File: config.mk
export PLATFORM = sky130hd
export DESIGN_NAME = rx_packet_parser
export DESIGN_NICKNAME = d
export VERILOG_FILES = /design/src/rtl/usb_pkg.sv /design/src/rtl/rx_byte_delay2.sv /design/src/rtl/rx_packet_parser.sv
export SDC_FILE = /design/constraint.sdc
export NUM_CORES = 1
export LEC_CHECK = 0
export BUFFER_PORTS_ARGS = -buffer_cell sky130_fd_sc_hd__buf_2
export CELL_PAD_IN_SITES_DETAIL_PLACEMENT = 0
export CELL_PAD_IN_SITES_GLOBAL_PLACEMENT = 1
export CORE_MARGIN = 1
export CORE_UTILIZATION = 42
export DETAILED_ROUTE_END_ITERATION = 7
export PLACE_DENSITY_LB_ADDON = 0.1
export SYNTH_ARGS = -nofsm -noshare
export SYNTH_HDL_FRONTEND = slang
export SYNTH_HIERARCHICAL = 1
export SYNTH_SLANG_ARGS = --single-unit
File: constraint.sdc
create_clock -name clk48 -period 4.5 [get_ports clk48]
set_input_delay 0.675 -clock clk48 [delete_from_list [all_inputs] [get_ports clk48]]
set_output_delay 0.675 -clock clk48 [all_outputs]
set_load 0.01 [all_outputs]
File: src/rtl/usb_pkg.sv
// Shared USB receive-path definitions: PID encodings, packet classes and parser states.
package usb_pkg;

  localparam logic [3:0] PID_OUT   = 4'b0001;
  localparam logic [3:0] PID_IN    = 4'b1001;
  localparam logic [3:0] PID_SOF   = 4'b0101;
  localparam logic [3:0] PID_SETUP = 4'b1101;
  localparam logic [3:0] PID_DATA0 = 4'b0011;
  localparam logic [3:0] PID_DATA1 = 4'b1011;
  localparam logic [3:0] PID_ACK   = 4'b0010;
  localparam logic [3:0] PID_NAK   = 4'b1010;
  localparam logic [3:0] PID_STALL = 4'b1110;

  typedef enum logic [1:0] {CLS_TOKEN, CLS_DATA, CLS_HS, CLS_OTHER} pkt_class_t;

  typedef enum logic [2:0] {ST_IDLE, ST_TOKEN, ST_DATA, ST_HS, ST_DRAIN} rx_state_t;

  function automatic pkt_class_t pid_class(input logic [3:0] pid);
    case (pid)
      PID_OUT, PID_IN, PID_SETUP, PID_SOF: pid_class = CLS_TOKEN;
      PID_DATA0, PID_DATA1:                pid_class = CLS_DATA;
      PID_ACK, PID_NAK, PID_STALL:         pid_class = CLS_HS;
      default:                             pid_class = CLS_OTHER;
    endcase
  endfunction

  function automatic rx_state_t class_state(input pkt_class_t cls);
    case (cls)
      CLS_TOKEN: class_state = ST_TOKEN;
      CLS_DATA:  class_state = ST_DATA;
      CLS_HS:    class_state = ST_HS;
      default:   class_state = ST_DRAIN;
    endcase
  endfunction

endpackage

File: src/rtl/rx_byte_delay2.sv
// Two-entry byte delay line; a push into a full line shifts out the oldest byte,
// which keeps the final two bytes (the CRC16) of a data packet from ever leaving.
module rx_byte_delay2 (
  input  logic       clk48,
  input  logic       reset,
  input  logic       flush_i,
  input  logic       push_i,
  input  logic [7:0] din_i,
  output logic [1:0] count_o,
  output logic       emit_o,
  output logic [7:0] emit_byte_o
);

  logic [7:0] e0_q, e0_d, e1_q, e1_d;
  logic [1:0] cnt_q, cnt_d;

  always_ff @(posedge clk48) begin
    if (reset) begin
      e0_q  <= '0;
      e1_q  <= '0;
      cnt_q <= '0;
    end else begin
      e0_q  <= e0_d;
      e1_q  <= e1_d;
      cnt_q <= cnt_d;
    end
  end

  always_comb begin
    e0_d        = e0_q;
    e1_d        = e1_q;
    cnt_d       = cnt_q;
    emit_o      = 1'b0;
    emit_byte_o = e0_q;
    if (flush_i) begin
      cnt_d = 2'd0;
    end else if (push_i) begin
      case (cnt_q)
        2'd0: begin e0_d = din_i; cnt_d = 2'd1; end
        2'd1: begin e1_d = din_i; cnt_d = 2'd2; end
        default: begin
          emit_o = 1'b1;
          e0_d   = e1_q;
          e1_d   = din_i;
        end
      endcase
    end
  end

  assign count_o = cnt_q;

endmodule

File: src/rtl/rx_packet_parser.sv
// Classifies decoded USB packets and extracts token/SOF fields, handshake PIDs and
// CRC-stripped data payload with an end-of-data verdict.
module rx_packet_parser
  import usb_pkg::*;
#(
  parameter int MAX_DATA = 64,
  localparam int LEN_W   = $clog2(MAX_DATA + 1)
) (
  input  logic             clk48,
  input  logic             reset,
  input  logic             bus_reset,
  input  logic [7:0]       byte_in,
  input  logic             byte_in_valid,
  input  logic [3:0]       packet_kind,
  input  logic             packet_kind_valid,
  input  logic             packet_valid,
  input  logic             packet_eop,
  output logic             token_valid,
  output logic [3:0]       token_pid,
  output logic [6:0]       token_addr,
  output logic [3:0]       token_endp,
  output logic             sof_valid,
  output logic [10:0]      frame_num,
  output logic [3:0]       data_pid,
  output logic [7:0]       data_byte,
  output logic             data_byte_valid,
  output logic             data_done,
  output logic             data_ok,
  output logic [LEN_W-1:0] data_len,
  output logic             hs_valid,
  output logic [3:0]       hs_pid,
  output logic             rx_error
);

  rx_state_t        state_q, state_d;
  logic [3:0]       pid_q, pid_d;
  logic [7:0]       cnt_q, cnt_d;
  logic [7:0]       byte0_q, byte0_d, byte1_q, byte1_d;
  logic             overflow_q, overflow_d;
  logic             token_valid_q, token_valid_d, sof_valid_q, sof_valid_d;
  logic             hs_valid_q, hs_valid_d, rx_error_q, rx_error_d;
  logic             data_done_q, data_done_d, data_ok_q, data_ok_d;
  logic             data_byte_valid_q, data_byte_valid_d;
  logic [7:0]       data_byte_q, data_byte_d;
  logic [3:0]       token_pid_q, token_pid_d, data_pid_q, data_pid_d, hs_pid_q, hs_pid_d;
  logic [6:0]       token_addr_q, token_addr_d;
  logic [3:0]       token_endp_q, token_endp_d;
  logic [10:0]      frame_num_q, frame_num_d;
  logic [LEN_W-1:0] data_len_q, data_len_d;

  logic             dl_flush, dl_push, dl_emit;
  logic [1:0]       dl_count;
  logic [7:0]       dl_byte;
  logic             in_packet;
  logic [3:0]       cur_pid;
  pkt_class_t       cur_cls;
  logic [7:0]       eval_cnt;
  logic             eval_ovf;

  rx_byte_delay2 u_delay (
    .clk48       (clk48),
    .reset       (reset),
    .flush_i     (dl_flush),
    .push_i      (dl_push),
    .din_i       (byte_in),
    .count_o     (dl_count),
    .emit_o      (dl_emit),
    .emit_byte_o (dl_byte)
  );

  always_ff @(posedge clk48) begin
    if (reset) state_q <= ST_IDLE;
    else       state_q <= state_d;
  end

  always_comb begin
    state_d = state_q;
    if (bus_reset)
      state_d = ST_IDLE;
    else if (state_q == ST_IDLE) begin
      if (packet_kind_valid && !packet_eop)
        state_d = class_state(pid_class(packet_kind));
    end else if (packet_eop)
      state_d = ST_IDLE;
  end

  // A PID and eop in the same IDLE cycle is a zero-byte packet evaluated on the spot.
  assign in_packet = (state_q != ST_IDLE);
  assign cur_pid   = in_packet ? pid_q : packet_kind;
  assign cur_cls   = pid_class(cur_pid);
  assign eval_cnt  = in_packet ? cnt_q : 8'd0;
  assign eval_ovf  = in_packet && overflow_q;

  always_comb begin
    pid_d = pid_q;  cnt_d = cnt_q;  byte0_d = byte0_q;  byte1_d = byte1_q;
    overflow_d = overflow_q;
    token_valid_d = 1'b0;  sof_valid_d = 1'b0;  hs_valid_d = 1'b0;
    rx_error_d = 1'b0;  data_done_d = 1'b0;  data_byte_valid_d = 1'b0;
    data_ok_d = data_ok_q;  data_byte_d = data_byte_q;
    token_pid_d = token_pid_q;  token_addr_d = token_addr_q;  token_endp_d = token_endp_q;
    frame_num_d = frame_num_q;  data_pid_d = data_pid_q;  hs_pid_d = hs_pid_q;
    data_len_d = data_len_q;
    dl_flush = bus_reset || !in_packet;
    dl_push  = 1'b0;
    if (bus_reset) begin
      cnt_d      = 8'd0;
      overflow_d = 1'b0;
    end else begin
      if (!in_packet && packet_kind_valid) begin
        pid_d      = packet_kind;
        cnt_d      = 8'd0;
        overflow_d = 1'b0;
        if (cur_cls == CLS_DATA) begin
          data_pid_d = packet_kind;
          data_len_d = '0;
        end
      end
      if (in_packet && byte_in_valid && !packet_eop) begin
        if (cnt_q != 8'hFF) cnt_d = cnt_q + 8'd1;
        if (state_q == ST_TOKEN && cnt_q == 8'd0) byte0_d = byte_in;
        if (state_q == ST_TOKEN && cnt_q == 8'd1) byte1_d = byte_in;
        if (state_q == ST_DATA) begin
          dl_push = 1'b1;
          if (dl_emit && dl_count == 2'd2) begin
            if (data_len_q == LEN_W'(MAX_DATA)) begin
              overflow_d = 1'b1;
            end else begin
              data_byte_valid_d = 1'b1;
              data_byte_d       = dl_byte;
              data_len_d        = data_len_q + 1'b1;
            end
          end
        end
      end
      if (packet_eop && (in_packet || packet_kind_valid)) begin
        case (cur_cls)
          CLS_TOKEN: begin
            if (packet_valid && eval_cnt == 8'd2) begin
              if (cur_pid == PID_SOF) begin
                sof_valid_d = 1'b1;
                frame_num_d = {byte1_q[2:0], byte0_q};
              end else begin
                token_valid_d = 1'b1;
                token_pid_d   = cur_pid;
                token_addr_d  = byte0_q[6:0];
                token_endp_d  = {byte1_q[2:0], byte0_q[7]};
              end
            end else begin
              rx_error_d = 1'b1;
            end
          end
          CLS_DATA: begin
            data_done_d = 1'b1;
            data_ok_d   = packet_valid && (eval_cnt >= 8'd2) && !eval_ovf;
          end
          CLS_HS: begin
            if (eval_cnt == 8'd0) begin
              hs_valid_d = 1'b1;
              hs_pid_d   = cur_pid;
            end else begin
              rx_error_d = 1'b1;
            end
          end
          default: rx_error_d = 1'b1;
        endcase
      end else if (packet_eop) begin
        rx_error_d = 1'b1;
      end
    end
  end

  always_ff @(posedge clk48) begin
    if (reset) begin
      pid_q <= '0;  cnt_q <= '0;  byte0_q <= '0;  byte1_q <= '0;  overflow_q <= 1'b0;
      token_valid_q <= 1'b0;  sof_valid_q <= 1'b0;  hs_valid_q <= 1'b0;  rx_error_q <= 1'b0;
      data_done_q <= 1'b0;  data_ok_q <= 1'b0;  data_byte_valid_q <= 1'b0;  data_byte_q <= '0;
      token_pid_q <= '0;  token_addr_q <= '0;  token_endp_q <= '0;  frame_num_q <= '0;
      data_pid_q <= '0;  hs_pid_q <= '0;  data_len_q <= '0;
    end else begin
      pid_q <= pid_d;  cnt_q <= cnt_d;  byte0_q <= byte0_d;  byte1_q <= byte1_d;
      overflow_q <= overflow_d;
      token_valid_q <= token_valid_d;  sof_valid_q <= sof_valid_d;
      hs_valid_q <= hs_valid_d;  rx_error_q <= rx_error_d;
      data_done_q <= data_done_d;  data_ok_q <= data_ok_d;
      data_byte_valid_q <= data_byte_valid_d;  data_byte_q <= data_byte_d;
      token_pid_q <= token_pid_d;  token_addr_q <= token_addr_d;  token_endp_q <= token_endp_d;
      frame_num_q <= frame_num_d;  data_pid_q <= data_pid_d;  hs_pid_q <= hs_pid_d;
      data_len_q <= data_len_d;
    end
  end

  assign token_valid     = token_valid_q;
  assign token_pid       = token_pid_q;
  assign token_addr      = token_addr_q;
  assign token_endp      = token_endp_q;
  assign sof_valid       = sof_valid_q;
  assign frame_num       = frame_num_q;
  assign data_pid        = data_pid_q;
  assign data_byte       = data_byte_q;
  assign data_byte_valid = data_byte_valid_q;
  assign data_done       = data_done_q;
  assign data_ok         = data_ok_q;
  assign data_len        = data_len_q;
  assign hs_valid        = hs_valid_q;
  assign hs_pid          = hs_pid_q;
  assign rx_error        = rx_error_q;

endmodule

* Word-level counts from Yosys, hierarchy flattened
Memories as Yosys holds them, arrays and structs flattened. Cells that the tools add are included.
Word-level totals: register bits 101, output and inout bits 56, memories 2, logic and storage cells 143, input port bits 19, ROM bits 64
Cells by class: add/subtract/negate cells 2, eq/ne operators 14, bitwise gates (word level) 13, mux-type cells 41, reduce and logical (&&, ||, !) cells 46, magnitude comparators 1
Memory list:
- (name not given) | depth 16, bits a word 2, rd ports 1, clocked after Yosys merged registers in 0, write ports 0, line usb_pkg.sv:19 | case (pid)
- (name not given) | depth 16, bits a word 2, rd ports 1, clocked after Yosys merged registers in 0, write ports 0, line usb_pkg.sv:19
Operators by type and width (number):
- 7-bit two-way mux | 6
- 8-bit two-way mux | 4
- 1-bit two-way mux | 20
- 3-bit AND reduction | 6
- 8-bit zero test | 2
- 8-bit one-hot mux with 2 select lines | 1
- 5-bit AND reduction | 3
- 1-bit inverter | 13
- 1-bit logical AND | 12
- 5-bit OR reduction | 2
- 3-bit two-way mux | 3
- 3-bit one-hot mux with 3 select lines | 1
- 8-bit by 1-bit adder with 8-bit output, second input constant | 1
- 8-bit by 1-bit equality test with 1-bit output, second input constant | 1
- 8-bit by 2-bit equality test with 1-bit output, second input constant | 1
- 8-bit by 2-bit greater-or-equal comparator with 1-bit output, second input constant | 1
- 8-bit inequality test, second input constant | 1
- 7-bit by 1-bit adder with 7-bit output, second input constant | 1
- 7-bit equality test, second input constant | 1
- 2-bit by 1-bit equality test with 1-bit output, second input constant | 3
- 2-bit equality test, second input constant | 3
- 2-bit zero test | 3
- 2-bit two-way mux | 3
- 2-bit AND reduction | 3
- 16 further kinds | 22

* Longest topological paths before layout
depth after elaboration 11, gate-level depth with buffers 14, depth with buffers taken out 10

* Modules after synthesis
The synthesis kept the hierarchy.
By module, submodules not included:
- rx_packet_parser | seq. area each 1661.6 um2, instances 1, area an instance 3736.1 um2, cells an instance 414
- rx_byte_delay2 | seq. area each 360.3 um2, instances 1, area an instance 850.8 um2, cells an instance 95

* Worst setup path after synthesis
No wires, ideal clock.
kind reg2reg, start reg state_q[1], end reg token_addr_q[0], in the netlist token_addr[0], arrival time 3225 ps, clock period less this slack 3353 ps, buffers on the path 3, setup time 128 ps, slack 1147 ps, required time 4372 ps, stages on the path, launching flop included 12, path through dfxtp_1 clkbuf_1 nor3_1 mux2i_1 ha_1 inv_1 or4b_2 clkbuf_1 nor3_2 buf_4 mux2i_1 nor2_1
Between the ends: word-level cells in the longest chain between the ends 5, elaborated cells between the ends (all ways) 12, those cells by class eq/ne (2); mux (2); bitwise (1); reduce/logical (6); memory (1)
RTL lines:
- from (decl) | line rx_packet_parser.sv:35 | rx_state_t state_q, state_d;
- from (signal assigned) | line rx_packet_parser.sv:73 | else state_q <= state_d;
- 3-bit nonzero test * | line rx_packet_parser.sv:88 | assign in_packet = (state_q != ST_IDLE);
- 4-bit two-way mux or 8-bit two-way mux (tied branches) | line rx_packet_parser.sv:89, rx_packet_parser.sv:91
- memory 16 x 2 bit, or another cell as far along
- 2-bit zero test, or another cell as far along | line rx_packet_parser.sv:136 | case (cur_cls)
- 5-bit AND reduction (no source line) *
- to (signal assigned) | line rx_packet_parser.sv:186 | token_pid_q <= token_pid_d; token_addr_q <= token_addr_d; token_endp_q <= token_endp_d;
- to (decl) | line rx_packet_parser.sv:46 | logic [6:0] token_addr_q, token_addr_d;
Every way passes the cells marked *; elsewhere a longest branch is shown, timed or not. A chain may end at the register's enable or synchronous reset.

* Worst setup path after layout
start reg state_q[2], end reg token_endp_q[1], in the netlist token_endp[1]
Between the ends: word-level cells in the longest chain between the ends 5, elaborated cells between the ends (all ways) 12, those cells by class eq/ne (2); mux (2); bitwise (1); reduce/logical (6); memory (1)
RTL lines:
- 3-bit nonzero test * | line rx_packet_parser.sv:88
- 4-bit two-way mux or 8-bit two-way mux (tied branches) | line rx_packet_parser.sv:89, rx_packet_parser.sv:91
- memory 16 x 2 bit, or another cell as far along
- 2-bit zero test, or another cell as far along | line rx_packet_parser.sv:136
- 5-bit AND reduction (no source line) *
- to (signal assigned) | line rx_packet_parser.sv:186
- to (decl) | line rx_packet_parser.sv:47 | logic [3:0] token_endp_q, token_endp_d;
Marks and branches as above.

==> impl_metrics.sql <==
INSERT INTO impl_metrics (metric_group, metric, value, unit) VALUES
('setup_path', 'cp.required', '4.74', 'ns'),
('power', 'comb_power_share', '7.1', '%'),
('synthesis', 'yosysMostFrequentCell', 'sky130_fd_sc_hd__dfxtp_1', ''),
('power', 'sw_frac_of_total', '26.79', '%'),
('die', 'die_height', '106.5', 'um'),
('detailed_routing', 'routed_wire_per_std_cell', '15.67', 'um'),
('placed_design', 'gp_congestion', '0.7765', ''),
('sta', 'layout_worst_path_cycle_share', '82.62', '%'),
('die', 'chipWidth', '106.5', 'um'),
('synthesis', 'synth_edf_count', '0', ''),
('outcome', 'outcome', 'completed', ''),
('global_routing', 'grt_start_max_net_pins', '52', ''),
('sta', 'hold_violations', '0', ''),
('detailed_routing', 'first_iter_violations', '145', ''),
('setup_path', 'ff2ff_path_depth', '9', ''),
('sta', 'fin_skew', '0.01707', 'ns'),
('clock_network', 'cts-htree-levels', '3', ''),
('synthesis', 'synth-async-reset-ratio', '0', '%'),
('synthesis', 'top_area_cell_type_share_of_the_netlist_area', '44.08', '%'),
('synthesis', 'syn_area_per_cell', '9.012', 'sq um'),
('sta', 'timing.final.setup_violations', '0', ''),
('clock_network', 'postCtsSetupRepairBufs', '0', ''),
('worst_hold_path', 'worst_hold_startpoint', 'hs_pid[3]', ''),
('placed_design', 'pre_cts_slack', '0.7892', 'ns'),
('setup_path', 'worst_r2r_startpoint', 'state_q[2]', ''),
('detailed_routing', 'drc', '0', ''),
('synthesis', 'yosys_warns', '6', ''),
('clock_network', 'num_clock_sinks', '101', ''),
('detailed_routing', 'drt-total-wl', '11.16', 'mm'),
('synthesis', 'post-synth-top-area-cell', 'sky130_fd_sc_hd__dfxtp_1', ''),
('global_routing', 'total_routing_resource_utilization_after_global_routing', '20.74', '%'),
('job', 'maxCapViolations', '0', ''),
('detailed_routing', 'antenna_violating_nets_post_route', '0', ''),
('die', 'initial_utilization', '43.84', '%'),
('clock_network', 'cts.clk_slew.worst_paths', '0.11', 'ns'),
('power', 'leakagePower', '2.116', 'nW'),
('clock_network', 'clockRootBuffer', 'sky130_fd_sc_hd__clkbuf_8', ''),
('finish', 'drive_gt1_share', '20.83', '%'),
('die', 'number_of_ports_placed_on_the_die_boundary', '75', ''),
('placed_design', 'io_buffer_count', '74', ''),
('placed_design', 'hpwl', '8.011', 'mm'),
('setup_path', 'cp_data_arrival_time', '3.96', 'ns'),
('placed_design', 'placed_area', '5016', 'sq um'),
('synthesis', 'synth_cells', '509', ''),
('finish', 'number_of_nets_at_the_end_of_the_flow', '600', ''),
('sta', 'slew-limit-headroom', '31.40', '%'),
('sta', 'worst_slew_pin_slew', '1.015', 'ns'),
('setup_path', 'r2r_slack', '0.78', 'ns'),
('clock_network', 'tritoncts', 'yes', ''),
('sta', 'grt_setup_unrepaired', 'false', ''),
('finish', 'fin_area', '5218', 'sq um'),
('synthesis', 'synthFlopType', 'sky130_fd_sc_hd__dfxtp_1', ''),
('finish', 'flow.area_growth_from_synthesis', '13.75', '%'),
('clock_network', 'cts_buffers', '9', ''),
('sta', 'slew_violations', '0', ''),
('global_routing', 'number_of_global_route_vias_before_repair', '3548', ''),
('synthesis', 'seq_area_frac_synth', '44.08', '%'),
('setup_path', 'cp-endpoint', 'token_endp[1]', ''),
('die', 'num_rows', '37', ''),
('synthesis', 'synth_seq_cells', '101', ''),
('global_routing', 'initial_antenna_violation_count', '0', ''),
('setup_path', 'worst_setup_path_end_kind', 'register', ''),
('sta', 'hold_ws', '0.4694', 'ns'),
('clock_network', 'post_cts_resized', '0', ''),
('power', 'power_switching', '0.0004272', 'W'),
('clock_network', 'cts_hold_fix_bufs', '0', ''),
('worst_hold_path', 'path_type_of_the_worst_min_delay_path', 'reg2reg', ''),
('clock_network', 'worst_skew_pair_latency', '0.37', 'ns'),
('finish', 'antennaDiodeCount', '0', ''),
('sta', 'fin_crit', '3.718', 'ns'),
('power', 'peakVddDrop', '0.0002173', 'V');
worst min-delay path by stage:
| stage | endpoint | cells past startpoint |
|---|---|---|
| after global placement | hs_pid[3] | 2 |
| after CTS | hs_pid[3] | 2 |
| after detailed placement | hs_pid[3] | 2 |
| final | hs_pid[3] | 2 |
| after floorplan | overflow_q | 2 |
| after global routing | hs_pid[3] | 2 |
cells by family (layout without fill, tap and decap cells):
kind of cell,count (synthesis),in the layout,share of synthesized area [%]
flops,101,101,44.08
fa+ha+maj,10,10,2.728
mux,56,56,12.33
compound gates,94,94,13.99
xor+xnor,3,3,0.5729
buf+inv,41,108,4.610
simple gates,204,204,21.69
placed cells by master, fill, tap and decap left out, types with 3 or more instances in the layout:
cell type                  instances
sky130_fd_sc_hd__o21ai_0          22
sky130_fd_sc_hd__or3_1             3
sky130_fd_sc_hd__buf_4             6
sky130_fd_sc_hd__a21oi_1          43
sky130_fd_sc_hd__ha_1             10
sky130_fd_sc_hd__nor2_1           76
sky130_fd_sc_hd__a211oi_1          3
sky130_fd_sc_hd__and3_1            8
sky130_fd_sc_hd__or4_1             3
sky130_fd_sc_hd__nand2_1          43
sky130_fd_sc_hd__a311oi_2          8
sky130_fd_sc_hd__or3b_2            3
sky130_fd_sc_hd__nand3_1          13
sky130_fd_sc_hd__buf_2            74
sky130_fd_sc_hd__nand3b_1          3
sky130_fd_sc_hd__clkbuf_8         10
sky130_fd_sc_hd__nand2b_1          8
sky130_fd_sc_hd__nor2b_1           5
sky130_fd_sc_hd__nor4_1            6
sky130_fd_sc_hd__mux2i_1          55
sky130_fd_sc_hd__dfxtp_1         101
sky130_fd_sc_hd__nor3_1           11
sky130_fd_sc_hd__nor3_2            3
sky130_fd_sc_hd__inv_1            11
per-stage QoR:
stage                     utilization, %  cells  total power [W]
final                              49.87    712         0.001595
after floorplan                        -    509        0.0009980
after CTS                          49.87    712         0.001615
after detailed placement           47.94    696         0.001036
after global routing               49.87    712         0.001663
after global placement             47.94    696         0.001035
per-layer routing:
layer | track usage, % | wire length (um) | up-vias | share of wire, %
met5 | 0 | 0 | - | 0
met4 | 4.697 | 91 | 0 | 0.82
met3 | 5.702 | 527 | 6 | 4.7
met2 | 34.97 | 5417 | 83 | 49
met1 | 26.30 | 5118 | 1813 | 46
li1 | - | - | 1912 | -
power by group through the flow:
| stage | registers, W | clock network, W | logic (W) |
|---|---|---|---|
| finish | 0.000903 | 0.000579 | 0.000113 |
| global route | 0.000904 | 0.000633 | 0.000125 |
| CTS | 0.000903 | 0.000599 | 0.000113 |
| detailed placement | 0.000924 | 0 | 0.000112 |
| global placement | 0.000923 | 0 | 0.000112 |
| floorplan | 0.000922 | 0 | 0.0000755 |
sequential cells by signal (all words and copies together), names as in the netlist, 2 cells and up:
name and flops:
byte0_q 8, byte1_q 3, cnt_q 8, data_byte 8
data_len 7, data_pid 4, frame_num 11, hs_pid 4
pid_q 4, state_q 3, token_addr 7, token_endp 4
token_pid 4, u_delay/count_o 2, u_delay/e1_q 8, u_delay/emit_byte_o 8
worst max-delay path, cell delays in order (launching register included):
cell and delay, ns:
sky130_fd_sc_hd__dfxtp_1 0.42, sky130_fd_sc_hd__nor3_1 0.83, sky130_fd_sc_hd__mux2i_1 0.41, sky130_fd_sc_hd__ha_1 0.32, sky130_fd_sc_hd__inv_1 0.07, sky130_fd_sc_hd__or4b_2 0.72
sky130_fd_sc_hd__nor3_2 0.26, sky130_fd_sc_hd__buf_4 0.29, sky130_fd_sc_hd__mux2i_1 0.22, sky130_fd_sc_hd__nor2_1 0.05
area by class of cell:
class	instances	area, sq um
clock buffer	10	137.6
clock inverter	6	63.81
fill	1068	5245
inverter	12	45.04
multi-input combinational	367	2364
sequential	101	2022
tap	136	170.2
timing repair buffer	80	415.4
Note: power is estimated with default switching activity, not from simulation.
